**src/rtl/muldiv_pkg.sv**
```systemverilog
// Shared types and constants for the sequential multiply/divide unit.
package muldiv_pkg;

    typedef enum logic [1:0] {
        OpMul   = 2'b00,
        OpMulhu = 2'b01,
        OpDivu  = 2'b10,
        OpRemu  = 2'b11
    } muldiv_op_e;

    typedef enum logic [1:0] {
        StIdle,
        StNeg,
        StCalc,
        StDone
    } muldiv_state_e;

    localparam int unsigned MULDIV_ITER = 32;

    function automatic logic is_div(input muldiv_op_e op);
        return op[1];
    endfunction

endpackage

```
**src/rtl/adder_32bit.sv**
```systemverilog
// 32-bit ripple-carry adder, no carry-in; c_o is the carry-out of bit 31.
module adder_32bit (
    input  logic [31:0] a_i,
    input  logic [31:0] b_i,
    output logic [31:0] re_o,
    output logic        c_o
);

    logic [32:0] carry;

    always_comb begin
        carry    = '0;
        re_o     = '0;
        for (int i = 0; i < 32; i++) begin
            re_o[i]      = a_i[i] ^ b_i[i] ^ carry[i];
            carry[i + 1] = (a_i[i] & b_i[i]) | (carry[i] & (a_i[i] ^ b_i[i]));
        end
        c_o = carry[32];
    end

endmodule

```
**src/rtl/muldiv_seq.sv**
```systemverilog
// Multi-cycle unsigned MUL/MULHU/DIVU/REMU sharing one 32-bit adder.
// Define MULDIV_DIV_EN to build the restoring divider; otherwise divides return 0.
module muldiv_seq
    import muldiv_pkg::*;
(
    input  logic        clk_i,
    input  logic        rst_ni,
    input  logic        req_valid_i,
    output logic        req_ready_o,
    input  logic [1:0]  op_i,
    input  logic [31:0] a_i,
    input  logic [31:0] b_i,
    output logic        resp_valid_o,
    input  logic        resp_ready_i,
    output logic [31:0] result_o,
    output logic        busy_o,
    input  logic        flush_i
);

    localparam logic [4:0] LastIter = 5'(MULDIV_ITER - 1);

    muldiv_state_e state_q, state_d;
    muldiv_op_e    op_q, op_d, op_in;
    logic [4:0]    cnt_q, cnt_d;
    // opd holds the multiplicand for MUL, the divisor for DIV.
    logic [31:0]   opd_q, opd_d;
    // hi/lo hold {hi, multiplier} for MUL, {rem, q} for DIV.
    logic [31:0]   hi_q, hi_d, lo_q, lo_d;
    logic [31:0]   result_q, result_d;
    logic [31:0]   add_a, add_b, add_sum;
    logic          add_co;
`ifdef MULDIV_DIV_EN
    logic [31:0]   negd_q, negd_d;
    logic          ge;
`endif

    assign op_in = muldiv_op_e'(op_i);

    always_comb begin
        add_a = hi_q;
        add_b = opd_q;
`ifdef MULDIV_DIV_EN
        if (state_q == StNeg) begin
            add_a = ~opd_q;
            add_b = 32'd1;
        end else if (is_div(op_q)) begin
            add_a = {hi_q[30:0], lo_q[31]};
            add_b = negd_q;
        end
`endif
    end

    adder_32bit u_adder (
        .a_i  (add_a),
        .b_i  (add_b),
        .re_o (add_sum),
        .c_o  (add_co)
    );

    always_comb begin
        state_d  = state_q;
        op_d     = op_q;
        cnt_d    = cnt_q;
        opd_d    = opd_q;
        hi_d     = hi_q;
        lo_d     = lo_q;
        result_d = result_q;
`ifdef MULDIV_DIV_EN
        negd_d   = negd_q;
        ge       = hi_q[31] | add_co;
`endif
        if (flush_i) begin
            state_d = StIdle;
        end else begin
            unique case (state_q)
                StIdle: begin
                    if (req_valid_i) begin
                        op_d  = op_in;
                        cnt_d = '0;
                        if (!is_div(op_in)) begin
                            opd_d   = a_i;
                            hi_d    = '0;
                            lo_d    = b_i;
                            state_d = StCalc;
                        end else begin
`ifdef MULDIV_DIV_EN
                            if (b_i == '0) begin
                                result_d = (op_in == OpDivu) ? '1 : a_i;
                                state_d  = StDone;
                            end else begin
                                opd_d   = b_i;
                                hi_d    = '0;
                                lo_d    = a_i;
                                state_d = StNeg;
                            end
`else
                            result_d = '0;
                            state_d  = StDone;
`endif
                        end
                    end
                end
`ifdef MULDIV_DIV_EN
                StNeg: begin
                    negd_d  = add_sum;
                    state_d = StCalc;
                end
`endif
                StCalc: begin
                    cnt_d = cnt_q + 5'd1;
`ifdef MULDIV_DIV_EN
                    if (is_div(op_q)) begin
                        hi_d = ge ? add_sum : {hi_q[30:0], lo_q[31]};
                        lo_d = {lo_q[30:0], ge};
                    end else
`endif
                    if (lo_q[0]) begin
                        hi_d = {add_co, add_sum[31:1]};
                        lo_d = {add_sum[0], lo_q[31:1]};
                    end else begin
                        hi_d = {1'b0, hi_q[31:1]};
                        lo_d = {hi_q[0], lo_q[31:1]};
                    end
                    if (cnt_q == LastIter) begin
                        // MULHU and REMU take the upper register, MUL and DIVU the lower.
                        result_d = op_q[0] ? hi_d : lo_d;
                        state_d  = StDone;
                    end
                end
                StDone: begin
                    if (resp_ready_i) begin
                        state_d = StIdle;
                    end
                end
                default: state_d = StIdle;
            endcase
        end
    end

    always_ff @(posedge clk_i or negedge rst_ni) begin
        if (!rst_ni) begin
            state_q  <= StIdle;
            op_q     <= OpMul;
            cnt_q    <= '0;
            opd_q    <= '0;
            hi_q     <= '0;
            lo_q     <= '0;
            result_q <= '0;
`ifdef MULDIV_DIV_EN
            negd_q   <= '0;
`endif
        end else begin
            state_q  <= state_d;
            op_q     <= op_d;
            cnt_q    <= cnt_d;
            opd_q    <= opd_d;
            hi_q     <= hi_d;
            lo_q     <= lo_d;
            result_q <= result_d;
`ifdef MULDIV_DIV_EN
            negd_q   <= negd_d;
`endif
        end
    end

    assign req_ready_o  = (state_q == StIdle);
    assign resp_valid_o = (state_q == StDone);
    assign busy_o       = (state_q != StIdle);
    assign result_o     = result_q;

endmodule
```
**config.mk**
```make
export PLATFORM = sky130hd
export DESIGN_NAME = muldiv_seq
export DESIGN_NICKNAME = d
export VERILOG_FILES = /design/src/rtl/muldiv_pkg.sv /design/src/rtl/adder_32bit.sv /design/src/rtl/muldiv_seq.sv
export SDC_FILE = /design/constraint.sdc
export NUM_CORES = 1
export LEC_CHECK = 0
export ABC_AREA = 0
export BUFFER_PORTS_ARGS = -buffer_cell sky130_fd_sc_hd__buf_2
export CORE_MARGIN = 5
export CORE_UTILIZATION = 25
export CTS_CLUSTER_SIZE = 12
export DETAILED_ROUTE_END_ITERATION = 10
export SETUP_SLACK_MARGIN = 0.5
export SYNTH_ARGS = -nofsm -noshare
export SYNTH_HDL_FRONTEND = slang
export SYNTH_HIERARCHICAL = 1
export SYNTH_SLANG_ARGS = --single-unit
```
**constraint.sdc**
```tcl
create_clock -name clk_i -period 20.8 [get_ports clk_i]
set_input_delay 2.08 -clock clk_i [delete_from_list [all_inputs] [get_ports clk_i]]
set_output_delay 2.08 -clock clk_i [all_outputs]
set_load 0.05 [all_outputs]
```
Word-level counts from Yosys, hierarchy flattened --
Cells that the tools add are included.
Word-level totals: register bits after elaboration 136, logic and storage cells 207
Cells by class: equal/unequal tests 10, add/subtract/negate cells 1, bitwise operators 159, reduce and logical (&&, ||, !) cells 9, muxes and demuxes 21
Operator list (count):
- two-way mux 32 bit | 10
- case mux 32 bit (2 select lines) | 3
- bitwise AND 1 bit | 63
- bitwise XOR 1 bit | 63
- OR 1 bit | 31
- case mux 5 bit (2 select lines) | 1
- AND reduction 3 bit | 3
- two-way mux 2 bit | 4
- AND reduction 4 bit | 2
- inequality test 2 bit (second input constant) | 3
- case mux 2 bit (3 select lines) | 1
- adder 5 x 1 -> 5 bit (second input constant) | 1
- == test 5 bit (second input constant) | 1
- two-way mux 5 bit | 1
- AND reduction 5 bit | 1
- == test 2 bit (second input constant) | 2
- nonzero test 2 bit | 2
- inequality test 3 x 1 -> 1 bit (second input constant) | 1
- inequality test 3 x 2 -> 1 bit (second input constant) | 1
- inequality test 3 bit (second input constant) | 1
- zero test 2 bit | 1
- inequality test 2 x 1 -> 1 bit (second input constant) | 1
- NOT 1 bit | 2
- two-way mux 1 bit | 1

Logic depth before layout (Yosys ltp) --
Gate-level depths: netlist of the first run.
depth in word-level cells 67, depth in mapped cells 39, gate-level depth less buffers 39

Modules after synthesis --
The synthesis of the first run kept the hierarchy.
By module, submodules not included:
- muldiv_seq | instances 1, cells an instance 489, area an instance 6557.5 um^2
- adder_32bit | instances 1, cells an instance 42, area an instance 670.6 um^2

Least setup slack after synthesis of the first run --
No wires, ideal clock.
path kind register -> register, start register hi_q[0], in the netlist add_a[0], end register result_q[30], in the netlist result_o[30], library setup time 0.067 ns, data required time 20.733 ns, stages on the path, launching flop included 40, path slack 8.097 ns, arrival 12.636 ns, clock period less this slack 12.703 ns, cell sequence dfrtp_1 > ha_1 > fa_1 > fa_1 > fa_1 > fa_1 > fa_1 > fa_1 > fa_1 > fa_1 > fa_1 > fa_1 > fa_1 > fa_1 > fa_1 > fa_1 > fa_1 > inv_1 > (+4 left out) > fa_1 > fa_1 > fa_1 > fa_1 > fa_1 > fa_1 > fa_1 > fa_1 > fa_1 > fa_1 > fa_1 > fa_1 > inv_1 > fa_1 > inv_1 > mux2i_1 > a21oi_1 > a22o_1
Between the ends: cells in the longest elaborated chain, start to end 66
Ends and longest elaborated chain:
- start: declaration | line muldiv_seq.sv:28 | logic [31:0] hi_q, hi_d, lo_q, lo_d;
- start signal: assignment | line muldiv_seq.sv:157 | hi_q <= hi_d;
- bitwise AND 1 bit (2 in series) | line adder_32bit.sv:16 | carry[i + 1] = (a_i[i] & b_i[i]) | (carry[i] & (a_i[i] ^ b_i[i]));
- OR 1 bit | line adder_32bit.sv:16
- bitwise AND 1 bit | line adder_32bit.sv:16
- OR 1 bit | line adder_32bit.sv:16
- bitwise AND 1 bit | line adder_32bit.sv:16
- OR 1 bit | line adder_32bit.sv:16
- bitwise AND 1 bit | line adder_32bit.sv:16
- OR 1 bit | line adder_32bit.sv:16
- (+50 left out)
- bitwise AND 1 bit | line adder_32bit.sv:16
- OR 1 bit | line adder_32bit.sv:16
- bitwise XOR 1 bit | line adder_32bit.sv:15 | re_o[i] = a_i[i] ^ b_i[i] ^ carry[i];
- net add_sum[31] | line muldiv_seq.sv:30 | logic [31:0] add_a, add_b, add_sum;
- two-way mux 32 bit | line muldiv_seq.sv:117 | if (lo_q[0]) begin
- two-way mux 32 bit | line muldiv_seq.sv:126 | result_d = op_q[0] ? hi_d : lo_d;
- two-way mux 32 bit | line muldiv_seq.sv:124 | if (cnt_q == LastIter) begin
- case mux 32 bit (2 select lines) | line muldiv_seq.sv:75 | unique case (state_q)
- end signal: assignment | line muldiv_seq.sv:159 | result_q <= result_d;
- end: declaration | line muldiv_seq.sv:29 | logic [31:0] result_q, result_d;
The timed path passes the listed nets, and every way through them passes these cells. The select of a mux whose other input is x is not followed. A chain may end at the register's enable or synchronous reset.

Final worst setup path of the first run --
Ends and elaborated chain as after synthesis.

==> results of run 1 <==
[worst max-delay path: cells and delay by family (launching register included)]
family,cells,cell delay (ps)
multiplexers,1,80
buffers and inverters,4,250
adder cells (fa/ha/maj),32,12240
AO/OA/AOI/OAI,2,320
flip-flops,1,420
[power groups by stage]
stage          logic [mW]  registers [mW]  clock network [mW]
4_1_cts             0.272           0.399               0.306
6_report            0.266           0.396               0.298
5_1_grt             0.308           0.409               0.319
3_5_place_dp        0.269           0.403                   0
3_3_place_gp        0.263           0.401                   0
2_1_floorplan       0.229           0.370                   0
[registers in the layout, summed over array words and instances, names as in the netlist]
name,count
state_q,2
op_q,1
result_o,32
add_a,32
add_b,32
cnt_q,5
lo_q,32
[layout make-up]
type	count	area [sq um]
Sequential cell	136	3410
Clock buffer	22	484
Multi-Input combinational cell	343	3460
Clock inverter	9	91.3
Inverter	14	52.6
Fill cell	2924	20100
Timing Repair Buffer	112	584
Tap cell	384	480
[worst min path at each step]
stage	start	to	slack, ps	cells after the start
floorplan	lo_q[1]	lo_q[1]	480	1
global placement	result_o[22]	result_o[22]	490	1
detailed placement	result_o[23]	result_o[23]	490	1
CTS	result_o[0]	result_o[0]	510	1
global route	result_o[2]	result_o[2]	520	1
finish	result_o[0]	result_o[0]	510	1
[logic make-up after synthesis]
| group | Yosys count | synth area share |
|---|---|---|
| and+or+nand+nor | 70 | 0.0481 |
| buffers and inverters | 52 | 0.0512 |
| adders and majority gates | 34 | 0.0911 |
| DFF | 136 | 0.471 |
| muxes | 144 | 0.233 |
| xor gates and xnor gates | 1 | 0.00121 |
| AOI/OAI and AO/OA | 94 | 0.104 |
[cells in the final DEF (no fill, tap or decap), types with 2 or more instances in the layout]
cell type  Yosys  layout
dfrtp_2        0       2
clkinv_2       0       2
nand3_1        2       2
inv_1         14      14
o2bb2ai_1      8       8
inv_6          0       2
clkbuf_8       0       4
and2_2         2       2
nand3b_1       2       2
buf_4          1       7
o21ai_2        2       2
fa_1          31      31
mux2_2        67      67
a22o_1        33      33
mux2_1        13      13
nand2_1        4       4
dfrtp_1      136     134
nor2_1        48      48
a21oi_1       33      33
buf_2         13     104
clkinv_4       0       3
ha_1           3       3
nor2b_1        2       2
o21ai_0        2       2
clkbuf_16      0      17
o2bb2ai_2     10      10
mux2_4        29      29
mux2i_1       35      35
[metal layers]
| metal | routed length [microns] | track usage |
|---|---|---|
| met3 | 531 | 0.0208 |
| met1 | 8480 | 0.155 |
| met4 | 184 | 0.0330 |
| met2 | 7900 | 0.171 |
| met5 | 0 | 0 |
==> reports/results.tsv, run 1 <==
stage	metric	value	unit
global_route	Congestion Overflow GR	0	
power_and_ir_drop	clock power share	0.310	
setup_path	reg2reg start	add_a[0]	
clocking	PostCTS Resize Cnt	0	
setup_path	R2R cell count	39	
sta	setup_tns	0	ps
global_route	total global-route track usage	0.109	
power_and_ir_drop	net switching power	0.314	mW
power_and_ir_drop	power density over cell area	112	nW/um^2
floorplanning	Top Ports	106	
routing	Routed WL	17100	microns
layout	antenna diode count	0	
power_and_ir_drop	Switching Fraction	0.327	
sta	Worst-Margin Slew	1100	ps
setup_path	Critical Path Max Stage Delay	420	ps
routing	Vias	4384	
run_status	status	complete, no violations	
logic_synthesis	number of synthesized flops with an enable pin	0	
place	Buffers on Ports	105	
layout	Finished Layout Cells	1020	
setup_path	CP endpoint	result_o[30]	
logic_synthesis	commonest cells in the netlist	dfrtp_1, mux2_2, nor2_1, mux2i_1	
sta	Hold Slack	509	ps
sta	final hold vios	0	
setup_path	Crit. Startpoint	add_a[0]	
power_and_ir_drop	Lkg Pwr	4.00	nW
logic_synthesis	commonest register cell after synthesis	dfrtp_1	
power_and_ir_drop	sequential power share	0.413	
sta	final setup margin	7430	ps
routing	initial drt markers	129	
power_and_ir_drop	Comb pwr share	0.277	
global_route	vias in the first global route	4895	
power_and_ir_drop	Int Pwr	0.646	mW
place	DP Area	7980	sq um
clocking	# hold bufs at CTS	0	
power_and_ir_drop	total power draw	0.960	mW
clocking	clk sinks	136	
setup_path	Arrival @ worst endpoint	13720	ps
floorplanning	Core ar.	28600	sq um
logic_synthesis	count leader, synth	dfrtp_1	
global_route	initial antenna violation count	0	
sta	post-route clock skew	7.68	ps
clocking	TritonCTS clock tree	built	
clocking	Clk Latency, worst-skew pair	410	ps
sta	maximum clock frequency	74.8	MHz
logic_synthesis	Distinct cells, synth	42	
logic_synthesis	yosys warns	6	
layout	fin area	8560	sq um
layout	Final Util	0.299	
sta	final setup violation count	0	
logic_synthesis	Synth top area share	0.471	
sta	unrepaired setup endpoints after global routing	false	
clocking	CTS root buf	clkbuf_16	
layout	synth-to-layout area growth	18.4	%
setup_path	Worst Setup End Kind	flop	
global_route	pin count of the biggest net entering global routing	70	
clocking	number of post-CTS setup repair buffers	0	
layout	nets@finish	729	
logic_synthesis	register area share after synthesis	0.471	
clocking	H-tree levels	4	
floorplanning	num rows	62	
clocking	Reg clk slew, reported paths	60	ps
floorplanning	Chip Height	180	microns
place	GP Congestion	0.710	
setup_path	r2r setup slk	7430	ps
setup_path	slowest CP cell	dfrtp_1	
logic_synthesis	Synth area leader	dfrtp_1	
floorplanning	Die ar.	32400	sq um
global_route	first-pass GRT wire length	28200	microns
routing	DR vias/cell	4.30	
logic_synthesis	Cell Area, Synth	7230	sq um
logic_synthesis	Gate Count Post-Synth	531	
routing	DR pass1 iterations	4	
routing	routed len/inst	16.8	microns
clocking	CTS buffer count	17	
place	post-DP HPWL	11900	microns
hold_path	Worst Hold Class	flop to flop	
setup_path	crit path kind	flop to flop	
sta	Slew Viols, Final	0	
logic_synthesis	syn nets	636	
flow_run	number of max-cap violations	0	
sta	final period utilization	0.643	
logic_synthesis	Async SR Flop Fraction	1.00	
layout	share of post-route cells with drive strength above 1	0.410	
setup_path	critical path startpoint category	flop	
floorplanning	die width	180	microns
power_and_ir_drop	peak supply drop	0.0401	mV
logic_synthesis	flops & latches, synth	136	
place	total placed cells including tap cells	989	
floorplanning	Initial Util	0.253	
place	pre-CTS setup slack	7440	ps
sta	min Tclk post-route	13370	ps
logic_synthesis	Mapped Avg Cell Area	13.6	sq um
sta	Worst slew margin	0.267	
clocking	Clock Tree Buf Depth	2	
setup_path	FF-to-FF End	result_o[30]	
setup_path	CP required	21140	ps
setup_path	Worst path most repeated cell	fa_1	
routing	Final ANT Viol Nets	0	
setup_path	Critical Path Fanout Max	4	
logic_synthesis	main area contributors after synthesis	dfrtp_1, mux2_2, fa_1	
routing	DRC	0	
Power figures use the tool's default switching activity.
==> inputs of run 2 (changes only) <==
ABC_AREA = 1   (was 0)
clock period = 11.9 ns   (was 20.8 ns; I/O delays follow)
==> run 2 against run 1 <==
Clock skew is 2.0 ps higher. Register-to-register slack worse by 7400 ps. Largest power group is now combinational logic. Critical path depth is 3 higher.
==> reports/results.tsv, run 2 <==
stage	metric	value	unit	change
logic_synthesis	Async SR Flop Fraction	1.00		unchanged
sta	min Tclk post-route	11850	ps	was 13,370 ps
routing	Final ANT Viol Nets	0		unchanged
layout	nets@finish	1162		was 729
setup_path	Crit. Startpoint	add_a[0]		unchanged
clocking	Reg clk slew, reported paths	60	ps	about the same
sta	final period utilization	0.996		was 0.643
setup_path	Arrival @ worst endpoint	12210	ps	was 13,720 ps
global_route	Congestion Overflow GR	0		unchanged
logic_synthesis	Gate Count Post-Synth	980		was 531
logic_synthesis	flops & latches, synth	136		unchanged
routing	DRC	0		unchanged
place	GP Congestion	0.786		was 0.710
floorplanning	Top Ports	106		unchanged
layout	commonest non-fill, non-tap cell in the layout	nand2_1		was dfrtp_1
setup_path	delay-heaviest family, CP	adder cells		unchanged
setup_path	FF-to-FF End	result_o[30]		unchanged
setup_path	reg2reg start	add_a[0]		unchanged
routing	initial drt markers	437		was 129
sta	Worst slew margin	0.176		was 0.267
floorplanning	Initial Util	0.252		was 0.253
setup_path	r2r setup slk	50	ps	was 7430 ps
global_route	initial antenna violation count	0		unchanged
logic_synthesis	syn nets	1085		was 636
flow_run	number of max-cap violations	0		unchanged
sta	unrepaired setup endpoints after global routing	true		was false
sta	Worst-Margin Slew	1230	ps	was 1100 ps
hold_path	worst hold path stage count	2		was 1
place	Buffers on Ports	105		unchanged
clocking	H-tree levels	4		unchanged
clocking	# hold bufs at CTS	0		unchanged
logic_synthesis	yosys warns	6		unchanged
setup_path	Worst Setup End Kind	flop		unchanged
setup_path	slowest CP cell	dfrtp_1		unchanged
floorplanning	Core ar.	29500	sq um	was 28,600 sq um
hold_path	Worst Hold Class	flop to flop		unchanged
routing	Routed WL	21000	microns	was 17,100 microns
setup_path	R2R cell count	42		was 39
logic_synthesis	Distinct cells, synth	25		was 42
run_status	status	complete, no violations		unchanged
place	post-DP HPWL	15000	microns	was 11,900 microns
routing	routed len/inst	14.4	microns	was 16.8 microns
sta	final setup violation count	0		unchanged
logic_synthesis	Cell Area, Synth	7440	sq um	was 7230 sq um
global_route	first-pass GRT wire length	34500	microns	was 28,200 microns
power_and_ir_drop	total power draw	2.54	mW	was 0.960 mW
floorplanning	Chip Height	183	microns	was 180 microns
setup_path	Worst path most repeated cell	fa_2		was fa_1
logic_synthesis	Mapped Avg Cell Area	7.59	sq um	was 13.6 sq um
sta	final hold vios	0		unchanged
global_route	total global-route track usage	0.130		was 0.109
logic_synthesis	commonest register cell after synthesis	dfrtp_1		unchanged
clocking	Clock Tree Buf Depth	2		unchanged
layout	share of post-route cells with drive strength above 1	0.177		was 0.410
logic_synthesis	Synth area leader	dfrtp_1		unchanged
logic_synthesis	register area share after synthesis	0.457		was 0.471
global_route	vias in the first global route	6450		was 4,895
setup_path	critical path startpoint category	flop		unchanged
floorplanning	Die ar.	33300	sq um	was 32,400 sq um
clocking	CTS root buf	clkbuf_16		unchanged
layout	synth-to-layout area growth	20.4	%	was 18.4%
clocking	CTS buffer count	17		unchanged
sta	Slew Viols, Final	0		unchanged
logic_synthesis	count leader, synth	nand2_1		was dfrtp_1
logic_synthesis	commonest cells in the netlist	nand2_1, dfrtp_1, o21ai_0, inv_1, nand3_1		was dfrtp_1, mux2_2, nor2_1, mux2i_1
hold_path	HP Start	cnt_q[4]		was result_o[0]
sta	post-route clock skew	9.73	ps	was 7.68 ps
setup_path	Critical Path Fanout Max	2		was 4
layout	antenna diode count	0		unchanged
power_and_ir_drop	peak supply drop	0.142	mV	was 0.0401 mV
routing	DR vias/cell	4.40		was 4.30
hold_path	Hold Path End	cnt_q[4]		was result_o[0]
setup_path	crit path kind	flop to flop		unchanged
clocking	clk sinks	136		unchanged
global_route	pin count of the biggest net entering global routing	87		was 70
sta	maximum clock frequency	84.4	MHz	was 74.8 MHz
logic_synthesis	Synth top area share	0.457		was 0.471
layout	Final Util	0.304		was 0.299
logic_synthesis	number of synthesized flops with an enable pin	0		unchanged
power_and_ir_drop	power density over cell area	284	nW/um^2	was 112 nW/um^2
setup_path	Critical Path Max Stage Delay	390	ps	was 420 ps
logic_synthesis	main area contributors after synthesis	dfrtp_1, nand2_1, fa_1		was dfrtp_1, mux2_2, fa_1
clocking	TritonCTS clock tree	built		unchanged
routing	Vias	6421		was 4,384
power_and_ir_drop	Lkg Pwr	4.79	nW	was 4.00 nW
setup_path	CP required	12260	ps	was 21,140 ps
setup_path	WP buf/inv	5		was 4
floorplanning	num rows	63		was 62
clocking	Clk Latency, worst-skew pair	430	ps	was 410 ps
floorplanning	die width	183	microns	was 180 microns
layout	commonest cells after routing, fill and taps aside	nand2_1, dfrtp_1, buf_2, o21ai_0, inv_1		was dfrtp_1, buf_2, mux2_2, nor2_1, mux2i_1
routing	DR pass1 iterations	5		was 4
-- run 2: cell types whose count changed in the layout (fill, tap and decap cells not counted), sizes merged, moves of 35 or more --
cell   before  now
inv        16   87
mux2      109    0
mux2i      35    0
nand2       4  481
nand3       2   73
nor2       49    9
o21ai       4  100
-- run 2: worst reg2reg max path, delay by kind of cell, from the launching register on --
family	cells	cell delay, ps
adder cells (fa/ha/maj)	32	10750
flip-flops	1	390
AND/OR/NAND/NOR	5	370
buffers and inverters	5	260
-- run 2: repair_timing --
| action | in CTS | in global routing |
|---|---|---|
| endpoints found under the setup margin | 6 | 7 |
| gates resized for setup | 2 | 0 |
| setup buffers | 1 | 1 |
| pin swaps | 6 | 2 |
-- run 2: area by class of cell --
| cell class | count | area [sq um] |
|---|---|---|
| clock inverters | 13 | 204 |
| inverters | 87 | 327 |
| fillers | 3213 | 20500 |
| clock buffers | 18 | 429 |
| repair buffers | 113 | 592 |
| flip-flops and latches | 136 | 3400 |
| multi-input cells | 702 | 3510 |
| well taps | 390 | 488 |
-- run 2: per-layer routing --
layer,track usage,routed length (microns),vias to the layer above
met5,0,0,-
met4,0.0318,259,0
met3,0.0337,1230,19
met2,0.218,10400,163
met1,0.168,9100,3074
li1,-,-,3165
-- run 2: report_power, final --
group          switching [mW]  internal [mW]
logic                   0.801          0.344
registers               0.165          0.655
clock network           0.207          0.369
-- run 2: logic make-up after synthesis --
| logic type | Yosys count | share of synthesized area |
|---|---|---|
| buffers and inverters | 142 | 0.0804 |
| DFF | 136 | 0.457 |
| AOI/OAI and AO/OA | 102 | 0.0688 |
| and+or+nand+nor | 566 | 0.305 |
| adders and majority gates | 34 | 0.0884 |
-- run 2: how the worst max path moves through the flow --
stage | to | depth (start not counted)
2_1_floorplan | result_o[30] | 42
3_3_place_gp | result_o[30] | 42
3_5_place_dp | result_o[30] | 42
4_1_cts | result_o[30] | 42
5_1_grt | result_o[30] | 42
6_report | result_o[30] | 42
-- run 2: metrics by stage --
stage	cell area, sq um	setup TNS, ps	hold WS (ps)	instances	setup slack (ps)
final	8960	0	494	1459	47.1
after CTS	8950	0	498	1458	22.8
after global placement	8310	0	469	1426	149
after global routing	8960	-411	525	1459	-211
after detailed placement	8310	0	485	1426	37.0
after floorplan	7520	0	453	980	399
==> inputs of run 3 (changes only) <==
clock period = 13.43 ns   (was 11.9 ns; I/O delays follow)
==> run 3 against run 2 <==
Worst hold slack worse by 4.0 ps. Global-route usage down 0.30 points. Largest power group unchanged. Core utilization down 0.41 points. Highest routed layer unchanged. Critical endpoint unchanged.
==> reports/results.tsv, run 3 (same netlist as run 2, synthesis figures left out) <==
stage	metric	value	unit	change
run_status	status	complete, no violations		unchanged
clocking	Reg clk slew, reported paths	70	ps	was 60 ps
place	Buffers on Ports	105		unchanged
layout	commonest non-fill, non-tap cell in the layout	nand2_1		unchanged
sta	Worst slew margin	0.196		was 0.176
sta	final setup margin	932	ps	was 47.1 ps
sta	min Tclk post-route	12500	ps	was 11,850 ps
power_and_ir_drop	peak supply drop	0.141	mV	was 0.142 mV
clocking	clk sinks	136		unchanged
floorplanning	Die ar.	33300	sq um	unchanged
place	pre-CTS setup slack	271	ps	was 37.0 ps
setup_path	crit path kind	flop to flop		unchanged
floorplanning	Core ar.	29500	sq um	unchanged
sta	Worst-Margin Slew	1200	ps	was 1230 ps
setup_path	Critical Path Max Stage Delay	400	ps	was 390 ps
power_and_ir_drop	power density over cell area	247	nW/um^2	was 284 nW/um^2
setup_path	CP required	13780	ps	was 12,260 ps
global_route	vias in the first global route	6517		was 6,450
place	post-DP HPWL	14500	microns	was 15,000 microns
setup_path	Worst path most repeated cell	fa_1		was fa_2
setup_path	Worst Setup End Kind	flop		unchanged
sta	Slew Viols, Final	0		unchanged
clocking	# hold bufs at CTS	0		unchanged
place	GP Congestion	0.821		was 0.786
flow_run	number of max-cap violations	0		unchanged
routing	DR pass1 iterations	5		unchanged
floorplanning	Initial Util	0.252		unchanged
routing	Routed WL	20800	microns	was 21,000 microns
clocking	CTS root buf	clkbuf_16		unchanged
routing	Final ANT Viol Nets	0		unchanged
floorplanning	Top Ports	106		unchanged
clocking	Clock Tree Buf Depth	2		unchanged
floorplanning	num rows	63		unchanged
global_route	pin count of the biggest net entering global routing	70		was 87
sta	final period utilization	0.931		was 0.996
sta	final setup violation count	0		unchanged
sta	unrepaired setup endpoints after global routing	false		was true
sta	post-route clock skew	14.5	ps	was 9.73 ps
clocking	Clk Latency, worst-skew pair	430	ps	about the same
floorplanning	Chip Height	183	microns	unchanged
layout	synth-to-layout area growth	18.8	%	was 20.4%
global_route	total global-route track usage	0.127		was 0.130
sta	final hold vios	0		unchanged
clocking	CTS buffer count	17		unchanged
setup_path	slowest CP cell	fa_1		was dfrtp_1
global_route	first-pass GRT wire length	34000	microns	was 34,500 microns
layout	nets@finish	1160		was 1,162
global_route	initial antenna violation count	0		unchanged
clocking	H-tree levels	4		unchanged
routing	DRC	0		unchanged
layout	share of post-route cells with drive strength above 1	0.160		was 0.177
routing	initial drt markers	333		was 437
layout	Final Util	0.300		was 0.304
setup_path	critical path startpoint category	flop		unchanged
sta	setup_tns	0	ps	unchanged
setup_path	Critical Path Fanout Max	2		unchanged
setup_path	Arrival @ worst endpoint	12850	ps	was 12,210 ps
hold_path	Worst Hold Class	flop to flop		unchanged
routing	routed len/inst	14.2	microns	was 14.4 microns
global_route	Congestion Overflow GR	0		unchanged
routing	Vias	6345		was 6,421
layout	antenna diode count	0		unchanged
routing	DR vias/cell	4.35		was 4.40
layout	commonest cells after routing, fill and taps aside	nand2_1, dfrtp_1, buf_2, o21ai_0, inv_1		unchanged
sta	maximum clock frequency	80.0	MHz	was 84.4 MHz
floorplanning	die width	183	microns	unchanged
power_and_ir_drop	Lkg Pwr	4.78	nW	was 4.79 nW
clocking	TritonCTS clock tree	built		unchanged
==> run 3: final timing paths <==
kind                       slack, ps  cells past startpoint            to      from
max                              930                     42  result_o[30]  add_a[0]
min                              490                      2      cnt_q[3]  cnt_q[3]
max reg2reg                      930                     42  result_o[30]  add_a[0]
min reg2reg                      490                      2      cnt_q[3]  cnt_q[3]
max in group asynchronous      11130                      2      lo_q[22]    rst_ni
min in group asynchronous        920                      1      add_b[6]    rst_ni
==> run 3: where the power goes <==
part	switching [mW]	internal (mW)	leakage, nW
clock	0.198	0.258	0.268
combinational	0.710	0.297	2.74
sequential	0.141	0.580	1.77
==> run 3: critical path: cells and delay by family (launching register included) <==
family	cells	cell delay [ps]
AND/OR/NAND/NOR	5	370
buffers and inverters	5	290
flip-flops	1	390
adder cells (fa/ha/maj)	32	11380
==> run 3: layer usage <==
layer | up-vias | global-route usage | routed length, microns
met5 | - | 0 | 0
met4 | 0 | 0.0303 | 267
met3 | 18 | 0.0279 | 1190
met2 | 165 | 0.217 | 10100
met1 | 2995 | 0.165 | 9170
li1 | 3167 | - | -
==> run 3: stage by stage <==
stage	instance area, sq um	total power, mW	hold WS [ps]	cells
floorplan	7440	1.47	453	980
global placement	8230	1.72	471	1426
detailed placement	8230	1.74	479	1426
CTS	8820	2.21	494	1457
global route	8840	2.39	525	1457
finish	8840	2.18	490	1457
==> run 3: cell type report <==
cell class              count  area [sq um]
repair buffers            111           577
fillers                  3234         20600
inverters                  87           327
flip-flops and latches    136          3400
clock buffers              17           425
clock inverters            14           140
multi-input cells         702          3480
well taps                 390           488
==> run 3: what timing repair did <==
action,4_1_cts,5_1_grt
buffers inserted,0,0
setup endpoints to repair,2,3
pin swaps,0,1
resized for setup,8,8
